$ cat src/rtl/cond_unit_e.sv
// Execute-stage condition unit: ARM NZCV flags, condition/branch evaluation,
// write-enable gating and the E/M pipeline register.
module cond_unit_e #(
  parameter int XLEN = 32,
  parameter int RW   = 5
) (
  input  logic            clk,
  input  logic            rst_n,
  input  logic            ValidE,
  input  logic            KillE,
  input  logic            StallM,
  input  logic            FlushM,
  input  logic            ArmE,
  input  logic [3:0]      CondE,
  input  logic [1:0]      FlagWriteE,
  input  logic            BranchE,
  input  logic            BranchNegE,
  input  logic            RegWriteE,
  input  logic            MemWriteE,
  input  logic [XLEN-1:0] ALUResultE,
  input  logic [3:0]      ALUFlags,
  input  logic            ZeroE,
  input  logic [XLEN-1:0] WriteDataE,
  input  logic [RW-1:0]   RdE,
  output logic            CondExE,
  output logic            PCSrcE,
  output logic [3:0]      FlagsQ,
  output logic            ValidM,
  output logic            RegWriteM,
  output logic            MemWriteM,
  output logic [XLEN-1:0] ALUResultM,
  output logic [XLEN-1:0] WriteDataM,
  output logic [RW-1:0]   RdM
);

  logic flag_n, flag_z, flag_c, flag_v;
  logic cond_pass;
  logic live;
  logic taken;
  logic flag_en;

  assign {flag_n, flag_z, flag_c, flag_v} = FlagsQ;

  // Conditions look only at the registered flags; there is no forwarding path.
  always_comb begin
    cond_pass = 1'b1;
    case (CondE)
      4'b0000: cond_pass = flag_z;
      4'b0001: cond_pass = !flag_z;
      4'b0010: cond_pass = flag_c;
      4'b0011: cond_pass = !flag_c;
      4'b0100: cond_pass = flag_n;
      4'b0101: cond_pass = !flag_n;
      4'b0110: cond_pass = flag_v;
      4'b0111: cond_pass = !flag_v;
      4'b1000: cond_pass = flag_c & !flag_z;
      4'b1001: cond_pass = !flag_c | flag_z;
      4'b1010: cond_pass = (flag_n == flag_v);
      4'b1011: cond_pass = (flag_n != flag_v);
      4'b1100: cond_pass = !flag_z & (flag_n == flag_v);
      4'b1101: cond_pass = flag_z | (flag_n != flag_v);
      default: cond_pass = 1'b1;
    endcase
  end

  assign CondExE = ArmE ? cond_pass : 1'b1;
  assign live    = ValidE & !KillE;
  assign taken   = ArmE ? CondExE : (BranchNegE ? !ZeroE : ZeroE);
  assign PCSrcE  = live & BranchE & taken;
  assign flag_en = live & ArmE & CondExE & !StallM;

  always_ff @(posedge clk or negedge rst_n) begin
    if (!rst_n) begin
      FlagsQ <= 4'b0000;
    end else if (flag_en) begin
      if (FlagWriteE[1]) FlagsQ[3:2] <= ALUFlags[3:2];
      if (FlagWriteE[0]) FlagsQ[1:0] <= ALUFlags[1:0];
    end
  end

  // Flush wins over stall; a flushed slot keeps its stale data fields.
  always_ff @(posedge clk or negedge rst_n) begin
    if (!rst_n) begin
      ValidM     <= 1'b0;
      RegWriteM  <= 1'b0;
      MemWriteM  <= 1'b0;
      ALUResultM <= '0;
      WriteDataM <= '0;
      RdM        <= '0;
    end else if (FlushM) begin
      ValidM    <= 1'b0;
      RegWriteM <= 1'b0;
      MemWriteM <= 1'b0;
    end else if (!StallM) begin
      ValidM     <= live;
      RegWriteM  <= RegWriteE & CondExE & live;
      MemWriteM  <= MemWriteE & CondExE & live;
      ALUResultM <= ALUResultE;
      WriteDataM <= WriteDataE;
      RdM        <= RdE;
    end
  end

endmodule

$ cat config.mk
export PLATFORM = sky130hd
export DESIGN_NAME = cond_unit_e
export DESIGN_NICKNAME = d
export VERILOG_FILES = /design/src/rtl/cond_unit_e.sv
export SDC_FILE = /design/constraint.sdc
export NUM_CORES = 1
export LEC_CHECK = 0
export ABC_CLOCK_PERIOD_IN_PS = 4150
export CORE_MARGIN = 8
export CORE_UTILIZATION = 42
export CTS_CLUSTER_DIAMETER = 150
export DETAILED_ROUTE_END_ITERATION = 6
export HOLD_SLACK_MARGIN = 0.15
export PLACE_DENSITY_LB_ADDON = 0.1
export SKIP_CTS_REPAIR_TIMING = 1
export SLEW_MARGIN = 20
export SYNTH_ARGS = -nofsm -noshare
export SYNTH_HDL_FRONTEND = slang
export SYNTH_SLANG_ARGS = --single-unit
$ cat constraint.sdc
create_clock -name clk -period 4.15 [get_ports clk]
set_clock_uncertainty 0.05 [all_clocks]
set_input_delay 0.83 -clock clk [delete_from_list [all_inputs] [get_ports clk]]
set_output_delay 0.83 -clock clk [all_outputs]
set_load 0.03 [all_outputs]
# Yosys cells after proc, flatten, opt, wreduce, memory -nomap -nowiden
# Cells that the tools add are included.
[totals]
inputBits = 91
elab_cells = 61
out_inout_bits = 78
reg_bits = 76
[op_classes]
n_bitwise = 16
muxes = 10
eq_ne = 16
n_reduce_logical = 11
[ops]
columns = ["cell", "n"]
rows = [
  ["$eq A4 B4 Y1 const B", 6],
  ["$eq A4 B3 Y1 const B", 4],
  ["$pmux W1 S14", 1],
  ["$and A1 B1 Y1", 12],
  ["$mux W1", 9],
  ["$eq A4 B2 Y1 const B", 2],
  ["$logic_not A1 Y1", 7],
  ["$reduce_and A2 Y1", 3],
  ["$eq A4 B1 Y1 const B", 1],
  ["$logic_not A4 Y1", 1],
  ["$ne A2 B1 Y1 const B", 1],
  ["$not A1 Y1", 2],
  ["$or A1 B1 Y1", 2],
  ["$eq A1 B1 Y1", 1],
  ["$ne A1 B1 Y1", 1],
]

# Logic depth before layout (Yosys ltp)
# Gate-level depths: netlist of the first run.
[logic_depth]
depth_word = 8
mapped_depth = 6
ltp_nobuf = 5

# Worst setup path after synthesis of the first run
# No wires, ideal clock.
[synth_path]
path_kind = "input-to-output"
start = "in CondE[0]"
end = "out PCSrcE"
arrival_ps = 2572
path_stages = 6
slack_ps = 698
path_buffers = 1
required_time_ps = 3270
cell_sequence = "buf_6 -> xor2_1 -> nor4b_1 -> o31ai_1 -> nand3_1 -> nor3b_1"
[synth_between]
elab_chain_len = 5
elab_cells_between_ends = 18
cone_classes = "13 x eq/ne; 3 x mux; 1 x bitwise; 1 x reduce/logical"
[synth_lines]
columns = ["item", "line_no", "text"]
rows = [
  ["start: declaration", "14", "input logic [3:0] CondE,"],
  ["$eq A4 B4 Y1 (tied with other cells)", "47", "case (CondE)"],
  ["$pmux W1 S14 *", "47", ""],
  ["$mux W1 *", "66", "assign CondExE = ArmE ? cond_pass : 1'b1;"],
  ["via CondExE", "25", "output logic CondExE,"],
  ["$mux W1 *", "68", "assign taken = ArmE ? CondExE : (BranchNegE ? !ZeroE : ZeroE);"],
  ["$and A1 B1 Y1 *", "69", "assign PCSrcE = live & BranchE & taken;"],
  ["end: declaration", "26", "output logic PCSrcE,"],
]
# The timed path passes the listed nets; every way through them passes the cells marked *.

# Worst setup path in the final report of the first run
[layout_path]
start = "in CondE[3]"
end = "out CondExE"
[layout_between]
elab_chain_len = 3
elab_cells_between_ends = 16
cone_classes = "13 x eq/ne; 2 x mux; 1 x reduce/logical"
[layout_lines]
columns = ["item", "line_no"]
rows = [
  ["$eq A4 B4 Y1 (tied with other cells)", "47"],
  ["$pmux W1 S14 *", "47"],
  ["$mux W1 *", "66"],
  ["end: declaration", "25"],
]
# Every way passes the cells marked *; elsewhere a longest branch is shown, timed or not.

==> results of run 1 <==
## flip-flops by register name (all words and copies together) (netlist names)
name / cells
ALUResultM: 32
FlagsQ: 4
MemWriteM: 1
RdM: 5
RegWriteM: 1
ValidM: 1
WriteDataM: 32
## routing by layer
layer | global-route usage [%] | wire, um | up-vias
li1 | - | - | 1061
met1 | 18.9 | 3450 | 1131
met2 | 27.4 | 4180 | 114
met3 | 7.84 | 991 | 17
met4 | 8.59 | 210 | 0
met5 | 0 | 0 | -
## cell type report
class | instances | area, um2
clock buffer | 11 | 151
inverter | 1 | 3.75
tap | 99 | 124
sequential | 76 | 1900
multi-input combinational | 112 | 1130
fill | 511 | 2100
clock inverter | 5 | 58.8
timing repair buffer | 170 | 1710
## metrics by stage
stage	instance area, um2	worst slack, ns	total power (uW)
final	5070	0.0749	2250
after floorplan	3060	0.698	1300
after CTS	5070	0.112	2280
after global placement	4860	0.204	1670
after detailed placement	4860	0.135	1680
after global routing	5070	0.00840	2350
## placed cells by master, fill, tap and decap left out, types with 2 or more instances in the layout
cell type / count
mux2_2: 73
nor2_1: 2
buf_4: 2
nand2b_1: 2
nand2_1: 3
clkdlybuf4s50_1: 167
clkinvlp_4: 2
clkbuf_8: 11
nor3b_1: 3
dfrtp_1: 76
and4bb_2: 2
a31oi_1: 2
o21ai_0: 3
a32o_1: 3
xor2_1: 4
## logic make-up after synthesis
group / after synthesis / synth area share [%]
buffers and inverters: 9 / 1.43
muxes: 74 / 27.2
xor gates and xnor gates: 4 / 1.14
AOI/OAI and AO/OA: 14 / 3.68
and+or+nand+nor: 20 / 4.53
DFF: 76 / 62.1
## worst paths after layout
kind / cells past startpoint / end / slack [ns] / start
max reg2reg: 6 / MemWriteM / 2.06 / FlagsQ[0]
min in group asynchronous: 1 / ALUResultM[10] / 0.58 / rst_n
min: 1 / WriteDataM[0] / 0.46 / WriteDataM[0]
min reg2reg: 1 / WriteDataM[0] / 0.46 / WriteDataM[0]
max: 7 / CondExE / 0.07 / CondE[3]
max in group asynchronous: 1 / WriteDataM[26] / 2.85 / rst_n
## report_power, final
part	internal (uW)	total, uW	switching, uW
logic	369	747	378
clock network	312	585	273
registers	850	916	66.1
total	1530	2250	717
==> impl_results.md, run 1 <==
- Status: finished, final reports clean
- Grt ovf: 0
- # H-tree levels: 3
- Critical Path AT: approximately 3.2 ns
- Antenna violations before repair: 0
- Synthesis Warnings: 0
- P_leak: between 0.002 and 0.0025 uW
- Die area: about 10,000 um2
- Critical Path Sink Type: primary output
- Synthesized area per cell: roughly 16 um2
- Top Family by Delay on Critical Path: buffers and inverters
- Clk buf depth: 2
- IO Port Bufs: ~170
- Critical-path cell list: clkdlybuf4s50_1 -> and2_4 -> a32o_1 -> o311ai_2 -> nand3_1 -> buf_4 -> clkdlybuf4s50_1
- Post-route insts no fill: ~470
- Dpl cells: about 460
- Number of synthesized flops with an enable pin: 0
- Via count: ~2,300
- Largest cells by area after synthesis: dfrtp_1 (62%), mux2_2 (27%), xor2_1 (1.1%), a32o_1 (0.98%), and4bb_2 (0.82%)
- Synth area leader: dfrtp_1
- Post-DP HPWL: 6770 um
- Most frequent cell after synthesis: dfrtp_1
- Clock root buffer: clkbuf_8
- First-pass GRT wire length: ~13,000 um
- Min Clock Period, post-route: ~4.1 ns
- Hold_ws: between 0.4 and 0.5 ns
- # diodes: 0
- Routed length per instance: around 19 um
- Crit start category: primary input
- Initial Util: a little over two fifths
- Critical path buffers and inverters: 3
- Total core area: ~7200 um2
- Clock transition at path regs: roughly 0.08 ns
- Min-Delay Path Class: reg2reg
- Fin crit share: a little over nine tenths
- Mapped Area: approximately 3100 um2
- Critical Path Max Stage Delay: 0.59 ns
- Clock Sinks: 76
- Crit-path max FO: 9
- CTS tree: done
- Die width: 101 um
- RSZ-0062 raised after global routing: false
- Worst path required time: approximately 3.3 ns
- CP Class: in2out
- Seq/Total Area, Yosys: between 60% and 70%
- Area growth syn-to-layout: 65.5%
- Relative slew slack: a little over a third
- # rows: 31
- Worst-Margin Slew: 0.950 ns
- Commonest cells post-synth: dfrtp_1 (76), mux2_2 (73), clkbuf_1 (5)
- Peak supply drop: between 0.3 and 0.4 mV
- DR vias/cell: ~4.9
- Initial DRC Count: 64
- Largest net degree at the start of global routing: between 70 and 80
- Pwr/cell area: between 400 and 500 nW/um2
- Synth Flop Type: dfrtp_1
- Ys async rst share: between 90% and 100%
- Max-cap violation count: 0
- Fin. Hold Viols: 0
- Synth Instances: approximately 200
- Worst-Skew Late Latency: roughly 0.33 ns
- Final wirelength: 8830 um
- Share of cells above drive strength 1: about a quarter
- Worst path most repeated cell: clkdlybuf4s50_1
- Drt pass-1 iters: 4
- Synthesized flop and latch total: 76
- Layout Nets: roughly 460
- I/O pin total: about 170
- Post-layout util: 70.7%
- Slowest CP cell: clkdlybuf4s50_1
- Synth top area share: between 60 and 70%
- Distinct cell type count after synthesis: 29
- Fmax: about 250 MHz
- Final antenna-violating net count: 0
- Final-report setup violation count: 0
- Residual DRC: 0
- Vias in the first global route: between 2,000 and 3,000
- GPL Wtd Cong: 0.812
- Setup TNS: 0 ns
- Final slew viol count: 0
- Total GRT Usage: approximately 17%
- Post-Syn Nets: ~290
- CTS buffer count: 9
- Die Y: just over 100 um
No activity file was read; power rests on OpenSTA's default activity.
==> inputs of run 2 (changes only) <==
--- a/config.mk
+++ b/config.mk
@@ -7,7 +7,8 @@
 export LEC_CHECK = 0
 export ABC_CLOCK_PERIOD_IN_PS = 4150
 export CORE_MARGIN = 8
-export CORE_UTILIZATION = 42
+export CORE_UTILIZATION = 43
+export CTS_BUF_LIST = sky130_fd_sc_hd__clkbuf_2
 export CTS_CLUSTER_DIAMETER = 150
 export DETAILED_ROUTE_END_ITERATION = 6
 export HOLD_SLACK_MARGIN = 0.15
==> impl_results.md, run 2 (same netlist as run 1, synthesis figures left out) <==
- Status: finished, final reports clean (unchanged)
- Drt pass-1 iters: 4 (unchanged)
- Dpl cells: 455 (was 458)
- Critical Path AT: 3.05 ns (was 3.20 ns)
- Grt ovf: 0 (unchanged)
- Initial Util: 44.9% (was 42.7%)
- Clock root buffer: clkbuf_2 (was clkbuf_8)
- # H-tree levels: 3 (unchanged)
- Max-cap violation count: 0 (unchanged)
- Worst-Margin Slew: 0.951 ns (was 0.950 ns)
- I/O pin total: 169 (unchanged)
- Share of cells above drive strength 1: 26.7% (unchanged)
- Post-route insts no fill: 471 (was 474)
- Layout Nets: 461 (unchanged)
- Fin. Hold Viols: 0 (unchanged)
- Total GRT Usage: 17.2% (about the same)
- CTS buffer count: 9 (unchanged)
- Clk buf depth: 2 (unchanged)
- Placed Area: 4850 um2 (was 4860 um2)
- Most common cell after layout, fill and taps aside: clkdlybuf4s50_1 (unchanged)
- Largest net degree at the start of global routing: 77 (unchanged)
- Clock Sinks: 76 (unchanged)
- Peak supply drop: 0.325 mV (was 0.317 mV)
- Routed length per instance: 17.8 um (was 18.6 um)
- Final antenna-violating net count: 0 (unchanged)
- Final wirelength: 8410 um (was 8830 um)
- Worst-Skew Late Latency: 0.49 ns (was 0.33 ns)
- RSZ-0062 raised after global routing: false (unchanged)
- Vias in the first global route: 2,422 (was 2,511)
- Critical Path Sink Type: primary output (unchanged)
- Die width: 100 um (was 101 um)
- Antenna violations before repair: 0 (unchanged)
- GPL Wtd Cong: 0.786 (was 0.812)
- Post-layout util: 72.3% (was 70.7%)
- Fin crit share: 94.8% (was 98.2%)
- Area growth syn-to-layout: 61.2% (was 65.5%)
- Worst path required time: 3.27 ns (about the same)
- Post-DP HPWL: 6440 um (was 6770 um)
- Total core area: 6830 um2 (was 7180 um2)
- Number of cells on the worst reg-to-reg path: 5 (was 6)
- Setup TNS: 0 ns (unchanged)
- Min Clock Period, post-route: 3.93 ns (was 4.08 ns)
- Fmax: 254 MHz (was 245 MHz)
- DR vias/cell: 4.83 (was 4.90)
- Clock transition at path regs: 0.20 ns (was 0.08 ns)
- Hold_ws: 0.405 ns (was 0.458 ns)
- Residual DRC: 0 (unchanged)
- Top Registers: ALUResultM (32), WriteDataM (32), RdM (5) (unchanged)
- Pwr/cell area: 403 nW/um2 (was 443 nW/um2)
- # diodes: 0 (unchanged)
- Via count: 2,273 (was 2,323)
- Crit-path max FO: 9 (unchanged)
- Die Y: 100 um (was 101 um)
- Initial DRC Count: 58 (was 64)
- Final-report setup violation count: 0 (unchanged)
- Final instance area: 4940 um2 (was 5070 um2)
- Most frequent cells in the layout: clkdlybuf4s50_1 (166), dfrtp_1 (76), mux2_2 (73) (was clkdlybuf4s50_1 (167), dfrtp_1 (76), mux2_2 (73))
- CP Class: in2out (unchanged)
- Final slew viol count: 0 (unchanged)
- P_leak: 0.00201 uW (was 0.00205 uW)
- Min-Delay Path Class: in2async (was reg2reg)
- Relative slew slack: 36.6% (about the same)
- First-pass GRT wire length: 13,200 um (was 13,400 um)
- # rows: 30 (was 31)
- Crit start category: primary input (unchanged)
- CTS tree: done (unchanged)
- IO Port Bufs: 168 (unchanged)
- Die area: 10,100 um2 (was 10,300 um2)
- Fillcell total: 519 (was 511)
-- run 2: cell types whose count changed in the layout (fill, tap and decap cells not counted), sizes merged --
| cell | previous run | this run |
|---|---|---|
| clkinv | 1 | 4 |
| clkdlybuf4s50 | 167 | 166 |
| dlymetal6s2s | 0 | 1 |
| clkbuf | 11 | 9 |
| bufinv | 1 | 0 |
-- run 2: cell type report --
type / count / area [um2] / share of cell area, %
Inverter: 1 / 3.75 / 0.0760
Multi-Input combinational cell: 112 / 1130 / 22.9
Clock inverter: 7 / 42.5 / 0.861
Timing Repair Buffer: 170 / 1700 / 34.3
Sequential cell: 76 / 1900 / 38.5
Clock buffer: 9 / 45.0 / 0.912
Tap cell: 96 / 120 / 2.43
-- run 2: worst max-delay path: stages --
cell and delay, ns:
clkdlybuf4s50_1 0.55, and2_4 0.22, a32o_1 0.25, o311ai_2 0.34, nand3_1 0.21, clkdlybuf4s50_1 0.65
-- run 2: final timing paths --
path,from,slack [ns],to
hold / removal,rst_n,0.40,WriteDataM[15]
max in group asynchronous,rst_n,3.04,ALUResultM[12]
setup / recovery,CondE[3],0.22,CondExE
setup reg to reg,FlagsQ[0],2.18,MemWriteM
min in group clk,RegWriteM,0.47,RegWriteM
hold reg to reg,RegWriteM,0.47,RegWriteM
-- run 2: power by group --
part / internal, uW / switching [uW] / total, uW
logic: 367 / 378 / 744
clock network: 75.5 / 259 / 334
registers: 849 / 62.5 / 912
-- run 2: through the flow --
stage | worst slack, ns | power [uW]
floorplan | 0.698 | 1300
global placement | 0.141 | 1670
detailed placement | 0.0810 | 1680
CTS | 0.0779 | 2020
global route | 0.0777 | 2100
finish | 0.217 | 1990
-- run 2: layer usage --
layer  part of all wire, %  vias up  global-route usage [%]  wire length, um
met4                   1.4        0                    6.28              119
met5                     0        -                       0                0
met3                    12        9                    8.65              973
met2                    49       96                    28.3             4140
met1                    38     1099                    18.6             3180
li1                      -     1069                       -                -
==> RTL edit 1, RTL diff (settings of run 2) <==
Register the output `FlagsQ` once more, with the module's reset; this adds one clock of latency there. The other outputs are not delayed to match.
--- a/src/rtl/cond_unit_e.sv
+++ b/src/rtl/cond_unit_e.sv
@@ -33,13 +33,15 @@
   output logic [RW-1:0]   RdM
 );
 
+  logic [3:0] FlagsQ_s0;
+
   logic flag_n, flag_z, flag_c, flag_v;
   logic cond_pass;
   logic live;
   logic taken;
   logic flag_en;
 
-  assign {flag_n, flag_z, flag_c, flag_v} = FlagsQ;
+  assign {flag_n, flag_z, flag_c, flag_v} = FlagsQ_s0;
 
   // Conditions look only at the registered flags; there is no forwarding path.
   always_comb begin
@@ -71,10 +73,10 @@
 
   always_ff @(posedge clk or negedge rst_n) begin
     if (!rst_n) begin
-      FlagsQ <= 4'b0000;
+      FlagsQ_s0 <= 4'b0000;
     end else if (flag_en) begin
-      if (FlagWriteE[1]) FlagsQ[3:2] <= ALUFlags[3:2];
-      if (FlagWriteE[0]) FlagsQ[1:0] <= ALUFlags[1:0];
+      if (FlagWriteE[1]) FlagsQ_s0[3:2] <= ALUFlags[3:2];
+      if (FlagWriteE[0]) FlagsQ_s0[1:0] <= ALUFlags[1:0];
     end
   end
 
@@ -101,5 +103,13 @@
     end
   end
 
+  always_ff @(posedge clk or negedge rst_n) begin
+    if (!rst_n) begin
+      FlagsQ <= '0;
+    end else begin
+      FlagsQ <= FlagsQ_s0;
+    end
+  end
+
 endmodule
 
Function: changed (Yosys sat finds a counterexample within 4 cycles, from zero or initial values and one cycle with rst_n low).
==> RTL edit 1 against run 2 <==
- design area is 2.8% higher
- worst hold slack got worse by 130 ps
- sequential cell count increased by 4
- synthesized area grew 2.2%
- final cell count increased by 1.7%
- utilization decreased by 1.2 points
- total power increased by 9.3%
- setup slack got worse by 81 ps
- wire length up 1.4%
- combinational power increased by 0.9%
- critical path type unchanged
==> RTL edit 1: results (changes against run 2) <==
fraction of registers with async set/reset=100% (unchanged); Yosys cell types=29 (unchanged); Layout Cells excl Fill=479 (+1.7%); antenna fix cells=0 (unchanged); Data arrival, critical path=3130 ps (+80 ps); cells after synthesis=200 (+1.5%); peak fanout along the critical path=7 (-2); Worst-Margin Slew=715 ps (-235 ps); synth top area cells=dfrtp_1, mux2_2, mux2_1; I/O Buffers=168 (unchanged); Filler cells=548 (+5.6%); Worst-Skew Late Latency=460 ps (-30 ps); synth warn=0 (unchanged); HP Class=primary input to async pin; register clock-pin slew on the reported worst setup and hold paths=230 ps (+30 ps); number of global-route vias before repair=2548 (+5.2%); number of detailed-route iterations in the first pass=4 (unchanged); total CTS buffers=9 (unchanged); first-iteration detailed-routing DRC count=64 (+10%); CTS Root Cell=clkbuf_2; worst-case clock buffer depth=2 (unchanged); leak pwr=2.09 nW (+3.7%); status=completed; routability cong.=0.869 (+11%); largest net degree at the start of global routing=81 (+5.2%); biggest registers after layout=ALUResultM x32, WriteDataM x32, RdM x5; post-synthesis sequential area ratio=63.9% (+1.9 points); Total Nets Final=466 (+1.1%); commonest cells in the netlist=dfrtp_1, mux2_2, clkbuf_1, nand2_1; Routed WL=8530 um (+1.4%); share of layout cells above drive strength 1=24.5% (-2.2 points); Total GRT Usage=16.9% (-0.31 points); dpl cells=463 (+1.8%); HPWL Detailed=6650 um (+3.3%); htree depth=3 (unchanged); antenna violations before repair=0 (unchanged); first-pass GRT wire length=13300 um (+0.57%); sw power=0.699 mW (about the same); Worst VDD drop=0.264 mV (-19%); syn nets=291 (+1.0%); total number of vias=2295 (+0.97%)
RTL edit 1: power by group through the flow:
stage	registers [mW]	logic [mW]	clock network [mW]
finish	0.965	0.751	0.460
global route	0.982	0.789	0.510
global placement	0.976	0.749	0
detailed placement	0.982	0.759	0
floorplan	1.20	0.160	0
CTS	0.967	0.762	0.480
RTL edit 1: cell type report:
cell class	instances	area share, %
inverters	1	0.0739
clock inverters	5	1.60
clock buffers	11	1.08
well taps	99	2.44
repair buffers	172	33.7
multi-input cells	111	21.6
flip-flops and latches	80	39.4
RTL edit 1: cell families (layout without fill, tap and decap cells):
family / after synthesis / count (layout) / synth area share, %
DFF: 80 / 80 / 63.9
muxes: 75 / 75 / 26.9
and+or+nand+nor: 18 / 18 / 3.00
AOI/OAI and AO/OA: 13 / 13 / 3.08
buffers and inverters: 9 / 189 / 1.24
xor gates and xnor gates: 5 / 5 / 1.88
RTL edit 1: worst max-delay path, cell delays in order:
cell,delay [ps]
clkdlybuf4s50_1,580
a21boi_1,110
a2111oi_0,430
o21ai_1,180
nand3_1,120
nor3b_1,170
clkdlybuf4s50_1,710
RTL edit 1: per-stage QoR:
stage / hold slack [ps] / utilization, % / instance area, um2 / worst slack [ps]
6_report: 273 / 71.1 / 5080 / 135
5_1_grt: 289 / 71.1 / 5080 / 51.6
4_1_cts: 423 / 71.1 / 5070 / 132
3_5_place_dp: 409 / 69.2 / 4940 / 129
3_3_place_gp: 402 / 69.2 / 4940 / 203
2_1_floorplan: 331 / - / 3130 / 630
RTL edit 1: worst paths after layout:
kind	depth (start not counted)	slack (ps)	to	from
setup / recovery	7	140	PCSrcE	CondE[2]
hold / removal	1	270	RdM[3]	rst_n
setup reg to reg	5	1970	FlagsQ_s0[0]	FlagsQ_s0[3]
hold reg to reg	0	410	FlagsQ[1]	FlagsQ_s0[1]
max in group asynchronous	1	3240	ALUResultM[28]	rst_n
min in group clk	0	410	FlagsQ[1]	FlagsQ_s0[1]
RTL edit 1: layer usage:
metal | global-route usage, % | vias up | part of all wire, %
met5 | 0 | - | 0
met4 | 7.67 | 0 | 2.0
met3 | 7.49 | 13 | 11
met2 | 27.7 | 106 | 49
met1 | 18.4 | 1117 | 38
li1 | - | 1059 | -
==> RTL edit 2, RTL diff (settings of run 2) <==
Made on the original files. The parameter `RW` goes from 5 to 10.
--- a/src/rtl/cond_unit_e.sv
+++ b/src/rtl/cond_unit_e.sv
@@ -2,7 +2,7 @@
 // write-enable gating and the E/M pipeline register.
 module cond_unit_e #(
   parameter int XLEN = 32,
-  parameter int RW   = 5
+  parameter int RW   = 10
 ) (
   input  logic            clk,
   input  logic            rst_n,
Interface: changed (resized RdE and RdM); port bits go from 169 to 179. The function was not compared with the original's and may differ.
==> RTL edit 2 against run 2 <==
- clock power up 15%
- sequential cell count up 5
- count of clock-buffer cells in the layout up 1
- first-iteration DRC count down 53%
- non-clock buffer count up 11
- worst hold slack worse by 130 ps
- setup slack worse by 8.8 ps
- global-route usage up 0.22 points
- synthesized area up 7.0%
- wire length up 5.2%
- highest routed layer unchanged
- largest cell class unchanged
- combinational power up 8.9%
- design area up 7.1%
- total power up 8.9%
==> RTL edit 2: results (changes against run 2) <==
Total GRT Usage=17.4% (+0.22 points); routed vias/inst=4.78 (-0.96%); Yosys cell types=28 (-3.4%); syn nets=303 (+5.2%); first-pass GRT wire length=14000 um (+5.8%); I/O Buffers=178 (+6.0%); share of layout cells above drive strength 1=25.2% (-1.5 points); post-synthesis sequential area ratio=61.8% (-0.23 points); status=completed; number of global-route vias before repair=2688 (+11%); fraction of registers with async set/reset=100% (unchanged); peak fanout along the critical path=6 (-3); leak pwr=2.14 nW (+6.5%); Avg WL per Cell=17.9 um (about the same); synth warn=0 (unchanged); antenna violations before repair=0 (unchanged); commonest cells in the netlist=dfrtp_1, mux2_2, buf_2; largest net degree at the start of global routing=82 (+6.5%); Worst-Skew Late Latency=470 ps (-20 ps); routability cong.=0.831 (+5.7%); biggest registers after layout=ALUResultM x32, WriteDataM x32, RdM x10; CTS Root Cell=clkbuf_2; HPWL Detailed=6860 um (+6.6%); ys flop type=dfrtp_1; Total Nets Final=486 (+5.4%); HP Class=primary input to async pin; Worst VDD drop=0.212 mV (-35%); first-iteration detailed-routing DRC count=27 (-53%); total CTS buffers=9 (unchanged); worst-case clock buffer depth=2 (unchanged); register clock-pin slew on the reported worst setup and hold paths=200 ps (about the same); Antenna Violating Nets Remaining=0 (unchanged); number of detailed-route iterations in the first pass=4 (unchanged); htree depth=3 (unchanged); Data arrival, critical path=3060 ps (about the same); Worst-Margin Slew=844 ps (-106 ps); antenna fix cells=0 (unchanged); synth top area cells=dfrtp_1, mux2_2, mux2_1
==> RTL edit 2: worst paths after layout <==
kind                            slack, ps             end  cells after the start       from
worst max-delay path                  210          PCSrcE                      6   CondE[3]
worst max register to register       2210       FlagsQ[0]                      5  FlagsQ[3]
worst min-delay path                  270  WriteDataM[16]                      1      rst_n
max in group asynchronous            3240       FlagsQ[1]                      1      rst_n
min in group clk                      470       RegWriteM                      1  RegWriteM
worst min register to register        470       RegWriteM                      1  RegWriteM
==> RTL edit 2: cell families after synthesis <==
group	Yosys count	synth area share [%]
XOR/XNOR	5	1.79
buffers and inverters	10	1.60
multiplexers	80	27.4
AO/OA/AOI/OAI	13	4.20
flip-flops	81	61.8
AND/OR/NAND/NOR	18	3.17
==> RTL edit 2: layout make-up <==
class,count,area [um2]
fill,551,2280
sequential,81,2030
timing repair buffer,181,1830
multi-input combinational,116,1210
tap,102,128
clock buffer,10,50.0
clock inverter,4,46.3
inverter,1,3.75
==> RTL edit 2: metrics by stage <==
step | setup WS [ps] | hold slack (ps) | utilization [%] | instances | cell area, um2
after floorplan | 869 | 484 | - | 207 | 3280
after global placement | 246 | 430 | 68.6 | 481 | 5190
after detailed placement | 217 | 433 | 68.6 | 481 | 5190
after CTS | 206 | 418 | 69.9 | 495 | 5290
after global routing | 112 | 304 | 69.9 | 495 | 5290
final | 208 | 270 | 69.9 | 495 | 5290
==> RTL edit 2: routing by layer <==
layer / GRT usage [%] / share of wire, % / vias to the layer above
li1: - / - / 1105
met1: 19.0 / 37 / 1143
met2: 28.8 / 49 / 104
met3: 7.63 / 12 / 14
met4: 7.79 / 2.2 / 0
met5: 0 / 0 / -
==> RTL edit 2: report_power, final <==
| group | total, mW | internal, mW | leakage, nW | switching (mW) |
|---|---|---|---|---|
| logic | 0.810 | 0.401 | 1.12 | 0.409 |
| registers | 0.973 | 0.905 | 0.960 | 0.0681 |
| clock network | 0.385 | 0.132 | 0.0613 | 0.253 |
==> RTL edit 2: worst max-delay path: stages <==
cell and delay (ps):
clkdlybuf4s50_1 620, and2_4 210, nor4b_2 280, o311ai_4 160, a211oi_1 250, clkdlybuf4s50_1 710
